## config.mk

```make
export PLATFORM = sky130hd
export DESIGN_NAME = hazard_fwd_ctrl
export DESIGN_NICKNAME = d
export VERILOG_FILES = /design/src/rtl/hazard_fwd_ctrl_pkg.sv /design/src/rtl/hazard_fwd_ctrl_fwd_src_sel.sv /design/src/rtl/hazard_fwd_ctrl.sv
export SDC_FILE = /design/constraint.sdc
export NUM_CORES = 1
export LEC_CHECK = 0
export ABC_AREA = 1
export BUFFER_PORTS_ARGS = -buffer_cell sky130_fd_sc_hd__clkbuf_2
export CAP_MARGIN = 20
export CORE_AREA = 4 4 96 98
export DETAILED_ROUTE_END_ITERATION = 10
export DIE_AREA = 0 0 100 102
export PLACE_DENSITY = 0.54
export SYNTH_ARGS = -nofsm -noshare
export SYNTH_HDL_FRONTEND = slang
export SYNTH_SLANG_ARGS = --single-unit
export TNS_END_PERCENT = 20
```

## constraint.sdc

```tcl
create_clock -name clk_i -period 1.5 [get_ports clk_i]
set_input_delay 0 -clock clk_i [delete_from_list [all_inputs] [get_ports clk_i]]
set_output_delay 0 -clock clk_i [all_outputs]
set_load 0.02 [all_outputs]
```

## src/rtl/hazard_fwd_ctrl_pkg.sv

```systemverilog
// Shared pipeline definitions: forwarding-mux codes and the shadow
// scoreboard entry describing one in-flight instruction.
package hazard_fwd_ctrl_pkg;

  // Register index width held in a scoreboard entry; wide enough for any
  // REG_AW up to 8, narrower indices are zero-extended on entry.
  localparam int SB_RD_W = 8;

  typedef logic [SB_RD_W-1:0] sb_rd_t;
  typedef logic [1:0]         fwd_sel_t;

  // EX operand mux select codes
  localparam fwd_sel_t FWD_RF  = 2'b00;  // register file
  localparam fwd_sel_t FWD_WB  = 2'b01;  // writeback result
  localparam fwd_sel_t FWD_MEM = 2'b10;  // EX/MEM ALU result

  typedef struct packed {
    logic   valid;
    sb_rd_t rd;
    logic   regwrite;
    logic   memread;
  } sb_entry_t;

  localparam sb_entry_t SB_BUBBLE = '{valid: 1'b0, rd: {SB_RD_W{1'b0}},
                                      regwrite: 1'b0, memread: 1'b0};

  // True when the entry holds a real instruction whose destination is the
  // given nonzero source register (x0 is never a dependency).
  function automatic logic rd_hit(input sb_entry_t e, input sb_rd_t src);
    return e.valid && (e.rd == src) && (src != {SB_RD_W{1'b0}});
  endfunction

endpackage

```

## src/rtl/hazard_fwd_ctrl_fwd_src_sel.sv

```systemverilog
// Forwarding source selector for one ID operand: compares the source
// register against the EX and MEM scoreboard entries.
module fwd_src_sel
  import hazard_fwd_ctrl_pkg::*;
(
  input  sb_rd_t    src_i,
  input  logic      use_i,
  input  sb_entry_t ex_i,
  input  sb_entry_t mem_i,
  output fwd_sel_t  sel_o
);

  // A load in MEM is forwarded like any other write; only its valid/rd/
  // regwrite fields matter here.
  logic unused_mem_memread_s;
  assign unused_mem_memread_s = mem_i.memread;

  // Nearest producer wins; a load one ahead cannot forward (load-use stall).
  always_comb begin
    sel_o = FWD_RF;
    if (use_i && rd_hit(ex_i, src_i) && ex_i.regwrite && !ex_i.memread) begin
      sel_o = FWD_MEM;
    end else if (use_i && rd_hit(mem_i, src_i) && mem_i.regwrite) begin
      sel_o = FWD_WB;
    end else begin
      sel_o = FWD_RF;
    end
  end

endmodule

```

## src/rtl/hazard_fwd_ctrl.sv

```systemverilog
// Hazard detection and forwarding control for a 5-stage pipeline.
// Tracks EX/MEM destinations in a shadow scoreboard, registers operand
// forwarding selects for EX, stalls on load-use and flushes on taken branch.
module hazard_fwd_ctrl
  import hazard_fwd_ctrl_pkg::*;
#(
  parameter int REG_AW = 5,
  parameter int CNT_W  = 16
) (
  input  logic              clk_i,
  input  logic              rst_i,
  input  logic              id_valid_i,
  input  logic [REG_AW-1:0] id_rs1_i,
  input  logic [REG_AW-1:0] id_rs2_i,
  input  logic              id_use_rs1_i,
  input  logic              id_use_rs2_i,
  input  logic [REG_AW-1:0] id_rd_i,
  input  logic              id_regwrite_i,
  input  logic              id_memread_i,
  input  logic              ex_branch_taken_i,
  output logic [1:0]        fwd_a_sel_o,
  output logic [1:0]        fwd_b_sel_o,
  output logic              pc_sel_o,
  output logic              pc_write_o,
  output logic              ifid_write_o,
  output logic              flush_ifid_o,
  output logic              flush_idex_o,
  output logic [CNT_W-1:0]  stall_cnt_o,
  output logic [CNT_W-1:0]  flush_cnt_o
);

  localparam logic [CNT_W-1:0] CNT_MAX = {CNT_W{1'b1}};

  sb_entry_t        sb_ex_q, sb_ex_d, sb_mem_q, sb_mem_d;
  fwd_sel_t         fwd_a_q, fwd_a_d, fwd_b_q, fwd_b_d;
  fwd_sel_t         sel_a_s, sel_b_s;
  logic [CNT_W-1:0] stall_cnt_q, stall_cnt_d, flush_cnt_q, flush_cnt_d;
  sb_rd_t           rs1_s, rs2_s, rd_s;
  logic             lu_a_s, lu_b_s, load_use_s, branch_s, advance_s;

  assign rs1_s = sb_rd_t'(id_rs1_i);
  assign rs2_s = sb_rd_t'(id_rs2_i);
  assign rd_s  = sb_rd_t'(id_rd_i);

  fwd_src_sel u_fwd_a (
    .src_i (rs1_s),
    .use_i (id_use_rs1_i),
    .ex_i  (sb_ex_q),
    .mem_i (sb_mem_q),
    .sel_o (sel_a_s)
  );

  fwd_src_sel u_fwd_b (
    .src_i (rs2_s),
    .use_i (id_use_rs2_i),
    .ex_i  (sb_ex_q),
    .mem_i (sb_mem_q),
    .sel_o (sel_b_s)
  );

  // Load-use detection; a taken branch kills the consumer so it never stalls.
  always_comb begin
    branch_s   = ex_branch_taken_i;
    lu_a_s     = id_use_rs1_i && sb_ex_q.memread && rd_hit(sb_ex_q, rs1_s);
    lu_b_s     = id_use_rs2_i && sb_ex_q.memread && rd_hit(sb_ex_q, rs2_s);
    load_use_s = id_valid_i && (lu_a_s || lu_b_s) && !branch_s;
    advance_s  = id_valid_i && !load_use_s && !branch_s;
  end

  // Combinational pipeline control, held idle while reset is asserted.
  always_comb begin
    pc_sel_o     = 1'b0;
    pc_write_o   = 1'b1;
    ifid_write_o = 1'b1;
    flush_ifid_o = 1'b0;
    flush_idex_o = 1'b0;
    if (rst_i) begin
      pc_sel_o     = branch_s;
      pc_write_o   = !load_use_s;
      ifid_write_o = !load_use_s;
      flush_ifid_o = branch_s;
      flush_idex_o = branch_s || load_use_s;
    end else begin
      pc_sel_o     = 1'b0;
      pc_write_o   = 1'b1;
      flush_idex_o = 1'b0;
    end
  end

  // Next state: scoreboard shift, EX forwarding selects, saturating counters.
  always_comb begin
    sb_mem_d    = sb_ex_q;
    sb_ex_d     = SB_BUBBLE;
    fwd_a_d     = FWD_RF;
    fwd_b_d     = FWD_RF;
    stall_cnt_d = stall_cnt_q;
    flush_cnt_d = flush_cnt_q;
    if (advance_s) begin
      sb_ex_d = '{valid: 1'b1, rd: rd_s, regwrite: id_regwrite_i,
                  memread: id_memread_i};
      fwd_a_d = sel_a_s;
      fwd_b_d = sel_b_s;
    end else begin
      sb_ex_d = SB_BUBBLE;
    end
    if (load_use_s && (stall_cnt_q != CNT_MAX)) begin
      stall_cnt_d = stall_cnt_q + CNT_W'(1);
    end else begin
      stall_cnt_d = stall_cnt_q;
    end
    if (branch_s && (flush_cnt_q != CNT_MAX)) begin
      flush_cnt_d = flush_cnt_q + CNT_W'(1);
    end else begin
      flush_cnt_d = flush_cnt_q;
    end
  end

  // State registers with synchronous active-low reset.
  always_ff @(posedge clk_i) begin
    if (!rst_i) begin
      sb_ex_q     <= SB_BUBBLE;
      sb_mem_q    <= SB_BUBBLE;
      fwd_a_q     <= FWD_RF;
      fwd_b_q     <= FWD_RF;
      stall_cnt_q <= {CNT_W{1'b0}};
      flush_cnt_q <= {CNT_W{1'b0}};
    end else begin
      sb_ex_q     <= sb_ex_d;
      sb_mem_q    <= sb_mem_d;
      fwd_a_q     <= fwd_a_d;
      fwd_b_q     <= fwd_b_d;
      stall_cnt_q <= stall_cnt_d;
      flush_cnt_q <= flush_cnt_d;
    end
  end

  assign fwd_a_sel_o = fwd_a_q;
  assign fwd_b_sel_o = fwd_b_q;
  assign stall_cnt_o = stall_cnt_q;
  assign flush_cnt_o = flush_cnt_q;

endmodule

```

==> summary.txt, run 1 <==
CTS
  – Worst skew pair latency: 300 ps
  – Total clock sinks: 51
  – Clock root buffer: clkbuf_8
  – Clk pin slew, worst setup/hold paths: 90 ps
  – Max clock buf depth: 2
  – TritonCTS buffer count: 5
  – CTS tree: built
  – H-tree depth: 2

Pwr
  – Leakage: 1.75 nW
  – Sw Pwr: 0.603 mW
  – Maximum vdd ir drop: 345 uV
  – Pwr dens: 619 nW/um^2
  – Comb pwr share: 10.3%
  – Switching share of total power: 25.2%
  – Flop pwr share: 57.3%
  – Clock network power share: 32.4%
  – Internal power: 1.79 mW

Setup path
  – CP endpoint kind: output port
  – Slowest-stage cell, CP: dfxtp_4
  – Critical Path RT: 1500 ps
  – Reg2reg setup slack: -60 ps
  – CP Launch Type: flop
  – R2r endpoint: stall_cnt_o[11]$_SDFFE_PN0P_
  – CP Max Fanout: 4
  – Reg2reg start: sb_ex_q[5]$_SDFF_PN0_
  – CP arrival: 1590 ps
  – Reg2reg path depth: 10
  – Delay of the slowest cell on the worst path: 390 ps
  – Cell breakdown of the critical path: inv_4, a21oi_2, nand2_1, nor2_2, nand2_2, nand2_4, nand2_2, a21oi_2, clkbuf_8
  – CP Buf/Inv Count: 2
  – Setup Crit Path Kind: flop to output port
  – CP top delay family: simple AND/OR/NAND/NOR gates

GRT
  – Vias in the first global route: 2614
  – GRT Total Usage: 14.3%
  – Largest net degree at the start of global routing: 24
  – Antenna violations before repair: 0
  – Total grt overflow: 0
  – First-pass GRT wire length: 12000 microns

Drt
  – DRT iter0 DRCs: 87
  – Via-to-Cell Ratio: 4.58
  – First drt pass iteration count: 5
  – Drt total wl: 7450 microns
  – Antenna violation net count after detailed routing: 0
  – Via Count: 2856
  – Routed WL per cell: 11.9 microns
  – DRC viols: 0

Synthesis
  – Synth unique cells: 32
  – Mapped Cells: 410
  – Post-synth net total: 435
  – EDFF count, synth: 0
  – Fraction of registers with async set/reset: 0%
  – Main synth FF type: dfxtp_1
  – Top cell type's share of synthesized area: 36.0%
  – Ys Warns: 0
  – Most area-hungry cell type in the Yosys netlist: dfxtp_1
  – Synth area leaders: dfxtp_1 (36%), nand2_1 (15%), inv_1 (7.3%)
  – Seq cells post-synth: 51
  – Sequential share of the synthesized area: 36.0%
  – Syn Std Cell Area: 2840 sq um
  – Syn Area/Cell: 6.92 sq um

Min path
  – Hold Path Depth: 3
  – Hold endpoint: sb_mem_q[10]$_SDFF_PN0_
  – Worst min path class: input pin to flop
  – HP Start: rst_i

Timing
  – Final worst path period share: 106%
  – Max Freq: 628 MHz
  – # setup viols final: 18
  – Final hold slack: 76.7 ps
  – Max Slew Vio Count: 0
  – Setup TNS: -944 ps
  – RSZ-0062 raised after global routing: yes
  – Tmin final: 1590 ps
  – Rel. slew slack: 74.7%
  – Worst setup margin: -92.4 ps
  – Fin. Hold Viols: 0
  – Clk_skew: 14.9 ps
  – Least-Margin Pin Slew: 376 ps

Final layout
  – Share of cells above drive strength 1: 37.4%
  – Most frequent cells in the layout: nand2_1 (104), clkbuf_2 (60), inv_1 (51)
  – P&R area growth vs syn: 36.4%
  – Antenna fix cells: 0
  – Nets: 540
  – Commonest non-fill, non-tap cell in the layout: nand2_1

Job
  – Max Cap Viol: 0

Floorplanning
  – Core area: 8470 sq um
  – Die X: 100 microns
  – Initial Utilization: 33.5%
  – Row cnt: 34
  – Die area: 10200 sq um
  – I/O Pins: 64
  – Die height: 102 microns

Outcome
  – Failing checks: setup timing
  – Status: finished, violations left

Placed design
  – GPL Wtd Cong: 0.804
  – PortBufs: 63
  – HPWL after DPL: 5840 microns
[synth_stat cells, types with 2 or more instances]
library cell,instances
nand2_1,112
inv_2,4
nand4_1,14
nor2_1,40
ha_1,2
o21ai_0,4
dfxtp_1,51
buf_4,3
nor2_2,3
nor3_1,5
nor4_1,4
a21oi_1,21
buf_2,2
inv_1,55
nand3_1,21
xnor2_1,14
nand2_2,13
nand4_2,2
a21oi_2,10
xor2_1,16
clkbuf_1,3
[layer usage]
metal  GRT usage, %  wire (microns)  vias up
li1               -               -     1489
met3           2.94             347        4
met4           2.80              42        0
met5              0               0        -
met2           24.8            3560       58
met1           18.6            3500     1305
[state kept, by name, summed over array words and instances, names as in the netlist]
name,flops
fwd_a_sel_o,2
stall_cnt_o,16
sb_ex_q,8
fwd_b_sel_o,2
sb_mem_q,7
flush_cnt_o,16
[metrics by stage]
step / instances / setup WS, ps / util [%] / area, sq um / power [mW]
finish: 624 / -92.4 / 45.7 / 3870 / 2.40
detailed placement: 608 / -103 / 42.3 / 3580 / 1.62
floorplan: 410 / 12.9 / - / 2920 / 1.53
global route: 624 / -229 / 45.7 / 3870 / 2.52
CTS: 623 / -123 / 44.9 / 3800 / 2.43
global placement: 608 / -65.3 / 42.3 / 3580 / 1.62
[cells by family (layout without fill, tap and decap cells)]
family / after synthesis / in the layout / synth area share, %
compound gates: 37 / 37 / 8.16
xor+xnor: 30 / 30 / 9.26
simple gates: 220 / 220 / 35.3
fa+ha+maj: 2 / 2 / 0.882
buf+inv: 70 / 176 / 10.4
flops: 51 / 51 / 36.0
[how the worst max path moves through the flow]
stage | cells after the start | to | from
global placement | 11 | flush_cnt_o[5]$_SDFFE_PN0P_ | flush_cnt_o[0]$_SDFFE_PN0P_
CTS | 9 | flush_idex_o | sb_ex_q[10]$_SDFF_PN0_
global route | 8 | pc_write_o | sb_ex_q[5]$_SDFF_PN0_
finish | 9 | flush_idex_o | sb_ex_q[5]$_SDFF_PN0_
detailed placement | 11 | flush_cnt_o[5]$_SDFFE_PN0P_ | flush_cnt_o[0]$_SDFFE_PN0P_
floorplan | 11 | flush_cnt_o[15]$_SDFFE_PN0P_ | flush_cnt_o[0]$_SDFFE_PN0P_
[worst min-delay path, stage by stage]
cell and delay, ps:
clkbuf_2 190, nand2_1 110, inv_1 30
[layout make-up]
type	count	area [sq um]
clock buffer	6	72.6
clock inverter	2	11.3
fill	906	4600
inverter	59	224
multi-input combinational	289	1630
sequential	51	1070
tap	108	135
timing repair buffer	109	726
[repair_timing]
action / 4_1_cts / 5_1_grt
endpoints found under the hold margin: 7 / 0
setup buffers: 0 / 1
gates resized for setup: 22 / 22
hold buffers: 7 / 0
pin swaps: 8 / 11
endpoints found under the setup margin: 32 / 47
[power by group through the flow]
stage                     registers [mW]  logic, mW  clock network [mW]
after CTS                           1.38      0.239               0.816
final                               1.37      0.246               0.777
after floorplan                     1.41      0.116                   0
after global routing                1.37      0.273               0.869
after detailed placement            1.41      0.217                   0
after global placement              1.41      0.216                   0
Note: power is estimated with default switching activity, not from simulation.
==> run 2, diff against run 1 <==
Settings changed: CTS_BUF_LIST set to sky130_fd_sc_hd__clkbuf_4, PLACE_DENSITY 0.54 to 0.66.
==> run 2 against run 1 <==
The run still ends with setup timing left. Sequential power is essentially flat. Clock-buffer cell count is the same. Routed wire length grew 3.9%. Critical path depth is the same. Worst hold slack lost 55 ps. First-iteration DRC count grew 36%. Non-clock buffer count grew 20. Sequential share of layout area shrank 1.6 points. Clock skew grew 15 ps. Critical path type unchanged. Largest cell class unchanged. Highest routed layer unchanged.
==> summary.txt, run 2 (synthesis gave the netlist of run 1 again) <==
Outcome
  – Status: finished, violations left (unchanged)
  – Failing checks: setup timing (unchanged)

CTS
  – Clk pin slew, worst setup/hold paths: 140 ps (was 90 ps)
  – H-tree depth: 2 (unchanged)
  – Clock root buffer: clkbuf_4 (was clkbuf_8)
  – TritonCTS buffer count: 5 (unchanged)
  – Max clock buf depth: 2 (unchanged)
  – Total clock sinks: 51 (unchanged)
  – CTS tree: built (unchanged)
  – Worst skew pair latency: 380 ps (was 300 ps)

Drt
  – DRC viols: 0 (unchanged)
  – Via-to-Cell Ratio: 4.69 (was 4.58)
  – Via Count: 3020 (was 2856)
  – DRT iter0 DRCs: 118 (was 87)
  – Drt total wl: 7750 microns (was 7450 microns)
  – Routed WL per cell: 12.0 microns (was 11.9 microns)
  – Antenna violation net count after detailed routing: 0 (unchanged)
  – First drt pass iteration count: 5 (unchanged)

Timing
  – RSZ-0062 raised after global routing: yes (unchanged)
  – Clk_skew: 29.9 ps (was 14.9 ps)
  – Least-Margin Pin Slew: 450 ps (was 376 ps)
  – Worst setup margin: -204 ps (was -92.4 ps)
  – Max Freq: 587 MHz (was 628 MHz)
  – Tmin final: 1700 ps (was 1590 ps)
  – Fin. Hold Viols: 0 (unchanged)
  – Final worst path period share: 114% (was 106%)
  – Max Slew Vio Count: 0 (unchanged)
  – Rel. slew slack: 70.0% (was 74.7%)
  – Setup TNS: -3050 ps (was -944 ps)
  – # setup viols final: 32 (was 18)

Final layout
  – Most frequent cells in the layout: nand2_1 (106), clkbuf_2 (61), inv_1 (49) (was nand2_1 (104), clkbuf_2 (60), inv_1 (51))
  – Final Instance Area: 4080 sq um (was 3870 sq um)
  – Commonest non-fill, non-tap cell in the layout: nand2_1 (unchanged)
  – Fin util: 48.2% (was 45.7%)
  – Nets: 560 (was 540)
  – Antenna fix cells: 0 (unchanged)
  – Filler instances: 839 (was 906)
  – Share of cells above drive strength 1: 38.8% (was 37.4%)
  – P&R area growth vs syn: 43.8% (was 36.4%)

Setup path
  – Setup Crit Path Kind: flop to output port (unchanged)
  – CP Launch Type: flop (unchanged)
  – Critical Path RT: 1500 ps (about the same)
  – CP endpoint kind: output port (unchanged)
  – CP Max Fanout: 4 (unchanged)
  – CP arrival: 1700 ps (was 1590 ps)

Floorplanning
  – Initial Utilization: 33.5% (unchanged)
  – Die X: 100 microns (unchanged)
  – Die area: 10200 sq um (unchanged)
  – Core area: 8470 sq um (unchanged)
  – Die height: 102 microns (unchanged)
  – Row cnt: 34 (unchanged)
  – I/O Pins: 64 (unchanged)

Placed design
  – GPL Wtd Cong: 0.883 (was 0.804)
  – Pre-CTS WS: -272 ps (was -103 ps)
  – HPWL after DPL: 5750 microns (was 5840 microns)
  – PortBufs: 63 (unchanged)
  – Post-Place Cell Area: 3610 sq um (was 3580 sq um)

Pwr
  – Tot Pwr: 2.64 mW (was 2.40 mW)
  – Leakage: 1.86 nW (was 1.75 nW)
  – Maximum vdd ir drop: 471 uV (was 345 uV)
  – Pwr dens: 647 nW/um^2 (was 619 nW/um^2)

GRT
  – Antenna violations before repair: 0 (unchanged)
  – First-pass GRT wire length: 13000 microns (was 12000 microns)
  – Vias in the first global route: 2944 (was 2614)
  – Total grt overflow: 0 (unchanged)
  – GRT Total Usage: 15.5% (was 14.3%)
  – Largest net degree at the start of global routing: 16 (was 24)

Job
  – Max Cap Viol: 0 (unchanged)

Min path
  – Worst min path class: input pin to flop (unchanged)
-- run 2: layer usage --
metal	share of wire, %	up-vias	track usage [%]
met1	42	1395	18.7
met5	0	-	0
met3	5.3	16	2.46
li1	-	1531	-
met2	50	78	27.7
met4	2.4	0	5.80
-- run 2: critical path, stage by stage (launching register included) --
cell and delay (ps):
dfxtp_2 370, inv_1 50, nand2_1 50, nand3_1 80, nor2_1 180, nand2_2 90
nand2_4 90, buf_6 90, nand4_1 140, clkbuf_8 210
-- run 2: timing repair --
| item | 4_1_cts | 5_1_grt |
|---|---|---|
| gates cloned | 1 | 0 |
| hold buffers | 13 | 0 |
| gates resized for setup | 28 | 13 |
| pin swaps | 7 | 3 |
| setup buffers | 10 | 0 |
| hold endpoints to repair | 11 | 0 |
| setup endpoints to repair | 33 | 47 |
-- run 2: worst paths after layout --
kind | start | to | slack [ps] | cells past startpoint
worst min-delay path | id_rs2_i[1] | fwd_b_sel_o[0]$_SDFF_PP0_ | 20 | 4
worst max register to register | sb_ex_q[3]$_SDFF_PN0_ | stall_cnt_o[0]$_SDFFE_PN0P_ | -140 | 12
worst max-delay path | sb_ex_q[3]$_SDFF_PN0_ | ifid_write_o | -200 | 9
worst min register to register | sb_ex_q[10]$_SDFF_PN0_ | sb_mem_q[10]$_SDFF_PN0_ | 460 | 2
-- run 2: through the flow --
step | hold WS [ps] | std cells
6_report | 21.2 | 644
2_1_floorplan | 112 | 410
5_1_grt | 19.4 | 644
4_1_cts | 11.8 | 644
3_5_place_dp | 208 | 612
3_3_place_gp | 199 | 612
-- run 2: cell type report --
type | count | area, sq um | share of cell area (%)
Timing Repair Buffer | 129 | 928 | 22.8
Clock inverter | 2 | 60.1 | 1.47
Sequential cell | 51 | 1060 | 26.0
Tap cell | 108 | 135 | 3.31
Multi-Input combinational cell | 289 | 1630 | 40.0
Inverter | 59 | 221 | 5.43
Clock buffer | 6 | 45.0 | 1.10
-- run 2: report_power, final --
group	internal [mW]	switching, mW
sequential	1.37	0.0134
combinational	0.128	0.148
clock	0.539	0.446
==> run 3, diff against run 2 <==
Settings changed: ABC_AREA 1 to not set, CORE_AREA 4 4 96 98 to 4 4 90 92, DIE_AREA 0 0 100 102 to 0 0 94 96, PLACE_DENSITY 0.66 to 0.68, RECOVER_POWER set to 50.
==> run 3 against run 2 <==
Largest cell class unchanged. The run still ends with setup timing left. Sequential cell count unchanged. Synthesized area down 12%. Critical path depth unchanged. Total power down 7.0%.
==> summary.txt, run 3 <==
Floorplanning
  – Core area: 7210 sq um (was 8470 sq um)
  – I/O Pins: 64 (unchanged)
  – Die height: 96 microns (was 102 microns)
  – Initial Utilization: 34.5% (was 33.5%)
  – Row cnt: 31 (was 34)
  – Die X: 94 microns (was 100 microns)
  – Die area: 9020 sq um (was 10200 sq um)

Placed design
  – PortBufs: 63 (unchanged)
  – DP Cell Count: 498 (was 612)
  – GPL Wtd Cong: 0.889 (was 0.883)
  – HPWL after DPL: 5300 microns (was 5750 microns)
  – Post-Place Cell Area: 3610 sq um (about the same)

CTS
  – H-tree depth: 2 (unchanged)
  – TritonCTS buffer count: 5 (unchanged)
  – CTS tree: built (unchanged)
  – Worst skew pair latency: 370 ps (was 380 ps)
  – Max clock buf depth: 2 (unchanged)
  – Total clock sinks: 51 (unchanged)
  – Clk pin slew, worst setup/hold paths: 160 ps (was 140 ps)
  – Clock root buffer: clkbuf_4 (unchanged)

Timing
  – Tmin final: 1940 ps (was 1700 ps)
  – Final worst path period share: 129% (was 114%)
  – Max Slew Vio Count: 0 (unchanged)
  – Max Freq: 517 MHz (was 587 MHz)
  – Clk_skew: 12.4 ps (was 29.9 ps)
  – RSZ-0062 raised after global routing: yes (unchanged)
  – Rel. slew slack: 67.7% (was 70.0%)
  – # setup viols final: 35 (was 32)
  – Fin. Hold Viols: 0 (unchanged)
  – Least-Margin Pin Slew: 485 ps (was 450 ps)
  – Worst setup margin: -436 ps (was -204 ps)

Min path
  – Hold Path Depth: 4 (unchanged)
  – Hold endpoint: flush_cnt_o[2]$_SDFFE_PN0P_ (was fwd_b_sel_o[0]$_SDFF_PP0_)
  – HP Start: ex_branch_taken_i (was id_rs2_i[1])
  – Worst min path class: input pin to flop (unchanged)

Synthesis
  – Ys Warns: 0 (unchanged)
  – EDFF count, synth: 0 (unchanged)
  – Synth unique cells: 46 (was 32)
  – Commonest cells in the netlist: dfxtp_1 (51), nand2_1 (28), xnor2_1 (22) (was nand2_1 (112), inv_1 (55), dfxtp_1 (51))
  – Synth area leaders: dfxtp_1 (41%), xnor2_1 (7.7%), and2_1 (4.3%) (was dfxtp_1 (36%), nand2_1 (15%), inv_1 (7.3%))
  – Most frequent cell after synthesis: dfxtp_1 (was nand2_1)
  – Fraction of registers with async set/reset: 0% (unchanged)
  – Most area-hungry cell type in the Yosys netlist: dfxtp_1 (unchanged)
  – Top cell type's share of synthesized area: 41.0% (was 36.0%)
  – Syn Std Cell Area: 2490 sq um (was 2840 sq um)
  – Syn Area/Cell: 9.03 sq um (was 6.92 sq um)
  – Main synth FF type: dfxtp_1 (unchanged)
  – Seq cells post-synth: 51 (unchanged)
  – Post-synth net total: 301 (was 435)
  – Mapped Cells: 276 (was 410)
  – Sequential share of the synthesized area: 41.0% (was 36.0%)

GRT
  – First-pass GRT wire length: 12000 microns (was 13000 microns)
  – Total grt overflow: 0 (unchanged)
  – Vias in the first global route: 2596 (was 2944)
  – Antenna violations before repair: 0 (unchanged)
  – Largest net degree at the start of global routing: 20 (was 16)
  – GRT Total Usage: 16.6% (was 15.5%)

Drt
  – Antenna violation net count after detailed routing: 0 (unchanged)
  – First drt pass iteration count: 4 (was 5)
  – Via-to-Cell Ratio: 4.84 (was 4.69)
  – DRT iter0 DRCs: 76 (was 118)
  – DRC viols: 0 (unchanged)
  – Routed WL per cell: 13.8 microns (was 12.0 microns)
  – Drt total wl: 7230 microns (was 7750 microns)
  – Via Count: 2531 (was 3020)

Outcome
  – Failing checks: setup timing (unchanged)
  – Status: finished, violations left (unchanged)

Setup path
  – CP Launch Type: flop (unchanged)
  – Cell breakdown of the critical path: xnor2_2, nand4_1, nor3_4, nor2_4, buf_4, buf_12, buf_4, o311ai_4, o41ai_2 (was inv_1, nand2_1, nand3_1, nor2_1, nand2_2, nand2_4, buf_6, nand4_1, clkbuf_8)
  – Reg2reg start: sb_ex_q[4]$_SDFF_PN0_ (was sb_ex_q[3]$_SDFF_PN0_)
  – Reg2reg path depth: 9 (was 12)
  – CP dominant cell by count: buf_4
  – CP top delay family: simple AND/OR/NAND/NOR gates (unchanged)
  – CP Max Fanout: 6 (was 4)
  – CP Buf/Inv Count: 3 (unchanged)
  – R2r endpoint: stall_cnt_o[8]$_SDFFE_PN0P_ (was stall_cnt_o[0]$_SDFFE_PN0P_)
  – Critical Path RT: 1760 ps (was 1500 ps)
  – Reg2reg setup slack: -440 ps (was -140 ps)
  – Delay of the slowest cell on the worst path: 400 ps (was 370 ps)
  – Slowest-stage cell, CP: dfxtp_4 (was dfxtp_2)
  – Setup Crit Path Kind: flop to flop (was flop to output port)
  – CP endpoint kind: flop (was output port)
  – CP arrival: 2200 ps (was 1700 ps)

Pwr
  – Leakage: 1.72 nW (was 1.86 nW)
  – Maximum vdd ir drop: 342 uV (was 471 uV)
  – Pwr dens: 599 nW/um^2 (was 647 nW/um^2)

Final layout
  – P&R area growth vs syn: 64.5% (was 43.8%)
  – Non-filler cells, final: 523 (was 644)
  – Antenna fix cells: 0 (unchanged)
  – Fin util: 56.8% (was 48.2%)
  – Share of cells above drive strength 1: 53.8% (was 38.8%)
  – Commonest non-fill, non-tap cell in the layout: buf_4 (was nand2_1)
  – Nets: 448 (was 560)
  – Final Instance Area: 4100 sq um (was 4080 sq um)
  – Most frequent cells in the layout: buf_4 (72), clkbuf_2 (60), nand2_1 (26) (was nand2_1 (106), clkbuf_2 (61), inv_1 (49))

Job
  – Max Cap Viol: 0 (unchanged)
-- run 3: cell count changes after synthesis, sizes merged, moves of 7 or more --
cell    delta
a21oi     -24
and2      +16
inv       -54
mux2i     +10
nand2     -97
nand2b    +11
nand3      -8
nor2      -26
o31ai      +8
or4        +7
xnor2      +8
xor2       -8
-- run 3: how the worst max path moves through the flow --
| stage | startpoint | to | slack [ps] | depth (start not counted) |
|---|---|---|---|---|
| after floorplan | flush_cnt_o[6]$_SDFFE_PN0P_ | flush_cnt_o[5]$_SDFFE_PN0P_ | -120 | 6 |
| after global placement | id_rs2_i[0] | stall_cnt_o[8]$_SDFFE_PN0P_ | -230 | 9 |
| after detailed placement | sb_ex_q[4]$_SDFF_PN0_ | stall_cnt_o[3]$_SDFFE_PN0P_ | -390 | 7 |
| after CTS | sb_ex_q[2]$_SDFF_PN0_ | ifid_write_o | -420 | 7 |
| after global routing | sb_ex_q[4]$_SDFF_PN0_ | flush_idex_o | -520 | 7 |
| final | sb_ex_q[4]$_SDFF_PN0_ | stall_cnt_o[8]$_SDFFE_PN0P_ | -440 | 9 |
-- run 3: timing repair --
item | 4_1_cts | 5_1_grt
gates cloned | 1 | 0
hold buffers | 7 | 0
setup endpoints to repair | 43 | 46
buffers inserted | 9 | 0
resized for setup | 33 | 16
pin swaps | 25 | 9
endpoints found under the hold margin | 7 | 0
-- run 3: final cells by class --
cell class / instances / area [sq um]
Inverter: 6 / 22.5
Clock buffer: 5 / 37.5
Fill cell: 665 / 3120
Sequential cell: 51 / 1100
Tap cell: 99 / 124
Clock inverter: 3 / 42.5
Multi-Input combinational cell: 210 / 1710
Timing Repair Buffer: 149 / 1060
-- run 3: routing by layer --
layer	vias to the layer above	track usage [%]	part of all wire (%)
li1	1279	-	-
met1	1181	20.3	44
met2	59	29.9	50
met3	12	3.21	4.3
met4	0	4.09	1.7
met5	-	0	0
-- run 3: kinds of logic (layout without fill, tap and decap cells) --
logic type / after synthesis / after routing / synth area share [%]
simple gates: 137 / 137 / 30.5
buf+inv: 15 / 163 / 3.51
compound gates: 31 / 31 / 9.44
fa+ha+maj: 2 / 2 / 1.00
xor+xnor: 30 / 30 / 10.5
flops: 51 / 51 / 41.0
mux: 10 / 10 / 4.02
-- run 3: worst register-to-register path, stage by stage, from the launching register on --
cell	delay, ps
dfxtp_4	400
xnor2_2	160
nand4_1	170
nor3_4	280
nor2_4	80
buf_4	150
buf_12	130
buf_4	140
o311ai_4	220
o41ai_2	110
-- run 3: power breakdown --
group | leakage (nW) | internal (mW) | switching (mW)
registers | 0.432 | 1.34 | 0.0156
logic | 1.24 | 0.139 | 0.139
clock network | 0.0432 | 0.353 | 0.464
-- run 3: through the flow --
stage / hold slack [ps] / total power [mW] / setup TNS (ps) / setup WS (ps)
global placement: 200 / 1.62 / -5340 / -234
CTS: 69.4 / 2.48 / -9280 / -423
global route: 90.7 / 2.56 / -13560 / -518
finish: 83.5 / 2.45 / -9790 / -436
floorplan: 122 / 1.51 / -1660 / -117
detailed placement: 206 / 1.63 / -7330 / -388
